==> config.mk <==
export PLATFORM = sky130hd
export DESIGN_NAME = regfile_wb_arbiter
export DESIGN_NICKNAME = d
export VERILOG_FILES = /design/src/rtl/regfile_wb_arbiter.sv
export SDC_FILE = /design/constraint.sdc
export NUM_CORES = 1
export LEC_CHECK = 0
export ABC_AREA = 1
export CAP_MARGIN = 5
export CORE_MARGIN = 2
export CORE_UTILIZATION = 30
export CTS_CLUSTER_DIAMETER = 30
export DETAILED_ROUTE_END_ITERATION = 8
export DONT_BUFFER_PORTS = 1
export GPL_ROUTABILITY_DRIVEN = 1
export PLACE_DENSITY = 0.43
export REMOVE_ABC_BUFFERS = 1
export SLEW_MARGIN = 20
export SYNTH_ARGS = -nofsm -noshare
export SYNTH_HDL_FRONTEND = slang
export SYNTH_SLANG_ARGS = --single-unit
==> constraint.sdc <==
create_clock -name clk -period 3.85 [get_ports clk]
set_input_delay 0.385 -clock clk [delete_from_list [all_inputs] [get_ports clk]]
set_output_delay 0.385 -clock clk [all_outputs]
set_load 0.01 [all_outputs]
==> src/rtl/regfile_wb_arbiter.sv <==
// -----------------------------------------------------------------------------
// regfile_wb_arbiter
//
// Write-side front end for the 32x32 register file. Two producers feed the
// register file's single write port:
//   - ALU path  : single-cycle results. It has priority and is never buffered.
//   - Load path : multi-cycle results. They are buffered in a DEPTH-entry FIFO
//                 and popped whenever the ALU is not writing.
// A starvation counter caps the number of consecutive ALU wins while loads are
// waiting. When the cap is reached, alu_ready drops for one cycle so that the
// FIFO head can pop.
//
// Ports
//   clk, rst_n                      clock, asynchronous active-low reset
//   alu_valid/alu_rd/alu_data       ALU result offer
//   alu_ready                       ALU result taken (alu_valid & alu_ready)
//   mem_valid/mem_rd/mem_data       load result offer
//   mem_ready                       load FIFO has room
//   addrD/dataD/wEn                 registered register-file write port
//   fifo_count                      load FIFO occupancy
// Writes to x0 are accepted from either producer and then dropped.
// -----------------------------------------------------------------------------
module regfile_wb_arbiter #(
  parameter int DEPTH      = 4,
  parameter int STARVE_MAX = 3
) (
  input  logic                     clk,
  input  logic                     rst_n,
  input  logic                     alu_valid,
  input  logic [4:0]               alu_rd,
  input  logic [31:0]              alu_data,
  output logic                     alu_ready,
  input  logic                     mem_valid,
  input  logic [4:0]               mem_rd,
  input  logic [31:0]              mem_data,
  output logic                     mem_ready,
  output logic [4:0]               addrD,
  output logic [31:0]              dataD,
  output logic                     wEn,
  output logic [$clog2(DEPTH):0]   fifo_count
);

  localparam int AW = $clog2(DEPTH);
  localparam int CW = AW + 1;

  // FIFO storage and bookkeeping
  logic [36:0]   mem_q [DEPTH];
  logic [AW-1:0] wr_ptr_q, wr_ptr_d;
  logic [AW-1:0] rd_ptr_q, rd_ptr_d;
  logic [CW-1:0] count_q,  count_d;

  // Starvation counter and write-port registers
  logic [3:0]    scnt_q,   scnt_d;
  logic [4:0]    addr_q,   addr_d;
  logic [31:0]   data_q,   data_d;
  logic          wen_q,    wen_d;

  logic          fifo_ne;
  logic          alu_wr;
  logic          push;
  logic          pop;
  logic [36:0]   head;

  // Both readies depend only on registered state. They never see the valids.
  assign alu_ready = (scnt_q != 4'(STARVE_MAX));
  assign mem_ready = (count_q < CW'(DEPTH));

  assign fifo_ne = (count_q != '0);
  assign alu_wr  = alu_valid & alu_ready & (alu_rd != 5'd0);
  // A full FIFO refuses the push even if a pop happens in the same cycle.
  assign push    = mem_valid & mem_ready & (mem_rd != 5'd0);
  // An x0 ALU handshake is not a write, so the head may pop in that cycle.
  assign pop     = fifo_ne & ~alu_wr;
  assign head    = mem_q[rd_ptr_q];

  // NOTE: always_comb gives every output a default first. A path that
  // skips an assignment would otherwise infer a latch.
  always_comb begin
    wr_ptr_d = wr_ptr_q;
    rd_ptr_d = rd_ptr_q;
    count_d  = count_q;
    scnt_d   = '0;
    addr_d   = addr_q;
    data_d   = data_q;
    wen_d    = 1'b0;

    if (push) wr_ptr_d = wr_ptr_q + AW'(1);
    if (pop)  rd_ptr_d = rd_ptr_q + AW'(1);

    // A simultaneous push and pop leaves the occupancy unchanged.
    case ({push, pop})
      2'b10:   count_d = count_q + CW'(1);
      2'b01:   count_d = count_q - CW'(1);
      default: count_d = count_q;
    endcase

    if (alu_wr) begin
      wen_d  = 1'b1;
      addr_d = alu_rd;
      data_d = alu_data;
      // Count only the wins that make a waiting load wait longer.
      scnt_d = fifo_ne ? scnt_q + 4'd1 : 4'd0;
    end else if (pop) begin
      wen_d  = 1'b1;
      addr_d = head[36:32];
      data_d = head[31:0];
    end
  end

  // NOTE: sequential state uses non-blocking assignments. Every register
  // then samples pre-edge values, whatever order the statements appear in.
  always_ff @(posedge clk or negedge rst_n) begin
    if (!rst_n) begin
      wr_ptr_q <= '0;
      rd_ptr_q <= '0;
      count_q  <= '0;
      scnt_q   <= '0;
      addr_q   <= '0;
      data_q   <= '0;
      wen_q    <= 1'b0;
    end else begin
      wr_ptr_q <= wr_ptr_d;
      rd_ptr_q <= rd_ptr_d;
      count_q  <= count_d;
      scnt_q   <= scnt_d;
      addr_q   <= addr_d;
      data_q   <= data_d;
      wen_q    <= wen_d;
    end
  end

  // NOTE: the storage array has no reset. An entry is read only after it has
  // been pushed, because count_q and the pointers guard every read. This also
  // lets the array map onto plain RAM or unreset flops.
  always_ff @(posedge clk) begin
    if (push) mem_q[wr_ptr_q] <= {mem_rd, mem_data};
  end

  assign addrD      = addr_q;
  assign dataD      = data_q;
  assign wEn        = wen_q;
  assign fifo_count = count_q;

endmodule

==> run_results.csv <==
group,metric,value,unit
grt,grt_pass1_vias,5142,
floorplan,io_pins,121,
cts,cts_buffers,17,
power,powerDensity,727,mW/mm2
floorplan,row_count,61,
floorplan,coreArea,0.0277,mm2
synth,ys_top_cells_by_area,"edfxtp_1, dfrtp_1, nand2_1",
synth,synth_top_area_share,52.8,%
cts,cts.htree.levels,4,
sta,worst_hold_slack,43.5,ps
cts,cts_tree,"built",
power,cellLeakagePower,3.80,nW
sta,rsz0062_at_grt,"false",
synth,synth.avg_cell_area,10.7,um2
worst_setup_path,worstSetupPathType,"flop to flop",
layout,area_growth,11.6,%
sta,slew_violations,0,
worst_setup_path,critPathMaxFanout,20,
worst_setup_path,crit_path_start_kind,"flop",
cts,cts_resized,0,
routing,wl_per_cell,17.7,um
synth,synth_cell_types,26,
routing,wirelength,20700,um
routing,route.detailed.drc,0,
floorplan,die_area,0.0294,mm2
worst_setup_path,cp_data_required_time,3950,ps
floorplan,die_y,171,um
power,ir_drop,0.000283,V
sta,fin_crit,2520,ps
cts,postCtsHoldBufs,2,
layout,antenna_cells,0,
synth,yosysTopAreaCell,"edfxtp_1",
place,place.gp.congestion,0.671,
cts,insertion_delay,430,ps
synth,yosysSeqAreaShare,67.4,%
routing,ant_nets,0,
cts,clk_path_buf_depth,2,
worst_setup_path,slowest_delay,670,ps
grt,grt_max_degree,78,
place,numPortBuffers,0,
synth,synth-warning-count,0,
flow_run,max-cap-violations,0,
worst_hold_path,hold_class,"primary input to flop",
place,dp_hpwl,12500,um
worst_setup_path,cp-end-kind,"flop",
sta,slew_headroom,38.9,%
cts,clock-sinks,197,
worst_setup_path,path_cells,"inv_1 -> nand3_1 -> nor2_4 -> buf_4",
sta,tightest_slew,917,ps
sta,hold_viol_final,0,
cts,post-cts-setup-buffers,0,
routing,dr.pass1.iters,4,
worst_setup_path,crit_path_top_delay_cell,"nor2_4",
layout,final_core_util,33.9,%
layout,drive_gt1_share,9.01,%
synth,synth_cells,786,
place,placed_area,0.00877,mm2
synth,netlist_area,0.00841,mm2
grt,grt_overflow_total,0,
sta,timing.final.ws_setup,1330,ps
grt,track_usage,14.4,%
sta,finalClockSkew,9.79,ps
sta,setup_viol_count_final,0,
floorplan,die_w,171,um
worst_setup_path,crit_family,"simple AND/OR/NAND/NOR gates",
grt,grt_antenna_before_repair,0,
layout,finalNetCount,860,
cts,clkSlewWorstSetupHoldPaths,80,ps
synth,ys_seq_elements,197,
sta,fmax,396,MHz
routing,first_iter_violations,259,
sta,finalCritPeriodShare,65.6,%
floorplan,start_util,30.4,%
worst_setup_path,crit_arrival,2620,ps
place,place_ws,1260,ps
cts,cts-root-buf,"clkbuf_16",
worst_setup_path,cp_num_buf_inv,2,
layout,final_area,0.00939,mm2
run_status,run_status,"finished clean",
routing,vias,5223,
routing,via_per_inst,4.48,
grt,grt_pass1_wl,31500,um
## synthesized netlist by cell type
cell type,n
nand2_1,315
o21ai_1,1
ha_1,6
nand2_4,2
clkbuf_1,3
nand3_1,138
buf_2,26
xor2_1,3
nor3_2,1
o21ai_0,10
buf_4,8
a21boi_4,1
inv_2,2
inv_1,24
xnor2_1,3
nand3b_1,9
dfrtp_1,49
a21oi_1,2
fa_1,1
edfxtp_1,148
buf_6,4
nor3_4,1
nor2_2,1
nand3_2,10
buf_1,6
nor2_1,12
## stage by stage
stage / TNS, ps / std cells / total power [mW]
finish: 0 / 1166 / 6.82
global route: 0 / 1166 / 7.33
CTS: 0 / 1166 / 6.97
detailed placement: 0 / 1132 / 5.17
global placement: 0 / 1132 / 5.16
floorplan: -194 / 739 / 4.43
## state kept, by name (all words and copies together) (netlist names)
name,cells
mem_q,148
dataD,32
addrD,5
scnt_q,4
fifo_count,3
rd_ptr_q,2
wr_ptr_q,2
wEn,1
## worst paths after layout
kind,start,end,slack [ps],cells after the start
min in group asynchronous,rst_n,dataD[11]$_DFFE_PN0P_,550,2
worst max register to register,fifo_count[2]$_DFFE_PN0P_,mem_q[3][31]$_DFFE_PP_,1330,4
worst max-delay path,fifo_count[2]$_DFFE_PN0P_,mem_q[3][31]$_DFFE_PP_,1330,4
worst min-delay path,mem_data[25],mem_q[2][25]$_DFFE_PP_,40,0
max in group asynchronous,rst_n,rd_ptr_q[0]$_DFFE_PN0P_,3010,2
worst min register to register,scnt_q[0]$_DFF_PN0_,scnt_q[0]$_DFF_PN0_,460,1
## cell usage in the layout, fill, tap and decap left out
cell type      synthesis  final
buf_4                  8     15
nor2_1                12      8
nand3b_1               9      9
clkbuf_8               0      3
clkbuf_1               3      1
nand3_2               10     10
clkbuf_16              0     17
fa_1                   1      1
clkinvlp_4             0      1
clkinv_4               0      4
dfrtp_4                0      1
nor2_4                 0      4
buf_16                 0      1
xnor2_1                3      3
a21boi_4               1      1
nand2_4                2      2
o21ai_1                1      1
dlygate4sd3_1          0      1
bufinv_16              0      1
ha_1                   6      6
inv_8                  0      1
xor2_1                 3      3
inv_6                  0      3
inv_1                 24     23
nand3_1              138    138
nand2_1              315    315
edfxtp_1             148    148
nor3_4                 1      2
inv_2                  2      3
dfrtp_2                0      1
dfrtp_1               49     47
a21oi_1                2      2
clkinv_1               0      1
nor2_2                 1      1
o21ai_0               10     10
## report_power, final
| group | switching, mW | leakage, nW | total, mW | internal (mW) |
|---|---|---|---|---|
| logic | 1.40 | 1.58 | 1.98 | 0.572 |
| registers | 0.322 | 1.93 | 3.08 | 2.75 |
| clock network | 0.814 | 0.284 | 1.77 | 0.959 |
## worst reg2reg max path: stages, from the launching register on
cell	delay (ps)
dfrtp_1	450
inv_1	190
nand3_1	450
nor2_4	670
buf_4	430
## kinds of logic after synthesis
kind of cell             after synthesis  synth area share [%]
AO/OA/AOI/OAI                         14                 0.997
XOR/XNOR                               6                 0.625
adder cells (fa/ha/maj)                7                  1.13
buffers and inverters                 73                  4.36
flip-flops                           197                  67.4
AND/OR/NAND/NOR                      489                  25.5
## layout make-up
class	instances	area, um2
Inverter	26	97.6
Sequential cell	197	5680
Clock buffer	21	470
Fill cell	2781	18300
Tap cell	378	473
Timing Repair Buffer	17	150
Clock inverter	11	114
Multi-Input combinational cell	516	2410
## per-layer routing
layer	wire length, um	vias up	track usage (%)
li1	-	2608	-
met1	9590	2491	18.9
met2	9680	108	23.5
met3	1220	16	4.19
met4	190	0	3.76
met5	0	-	0
No activity file was read; power rests on OpenSTA's default activity.
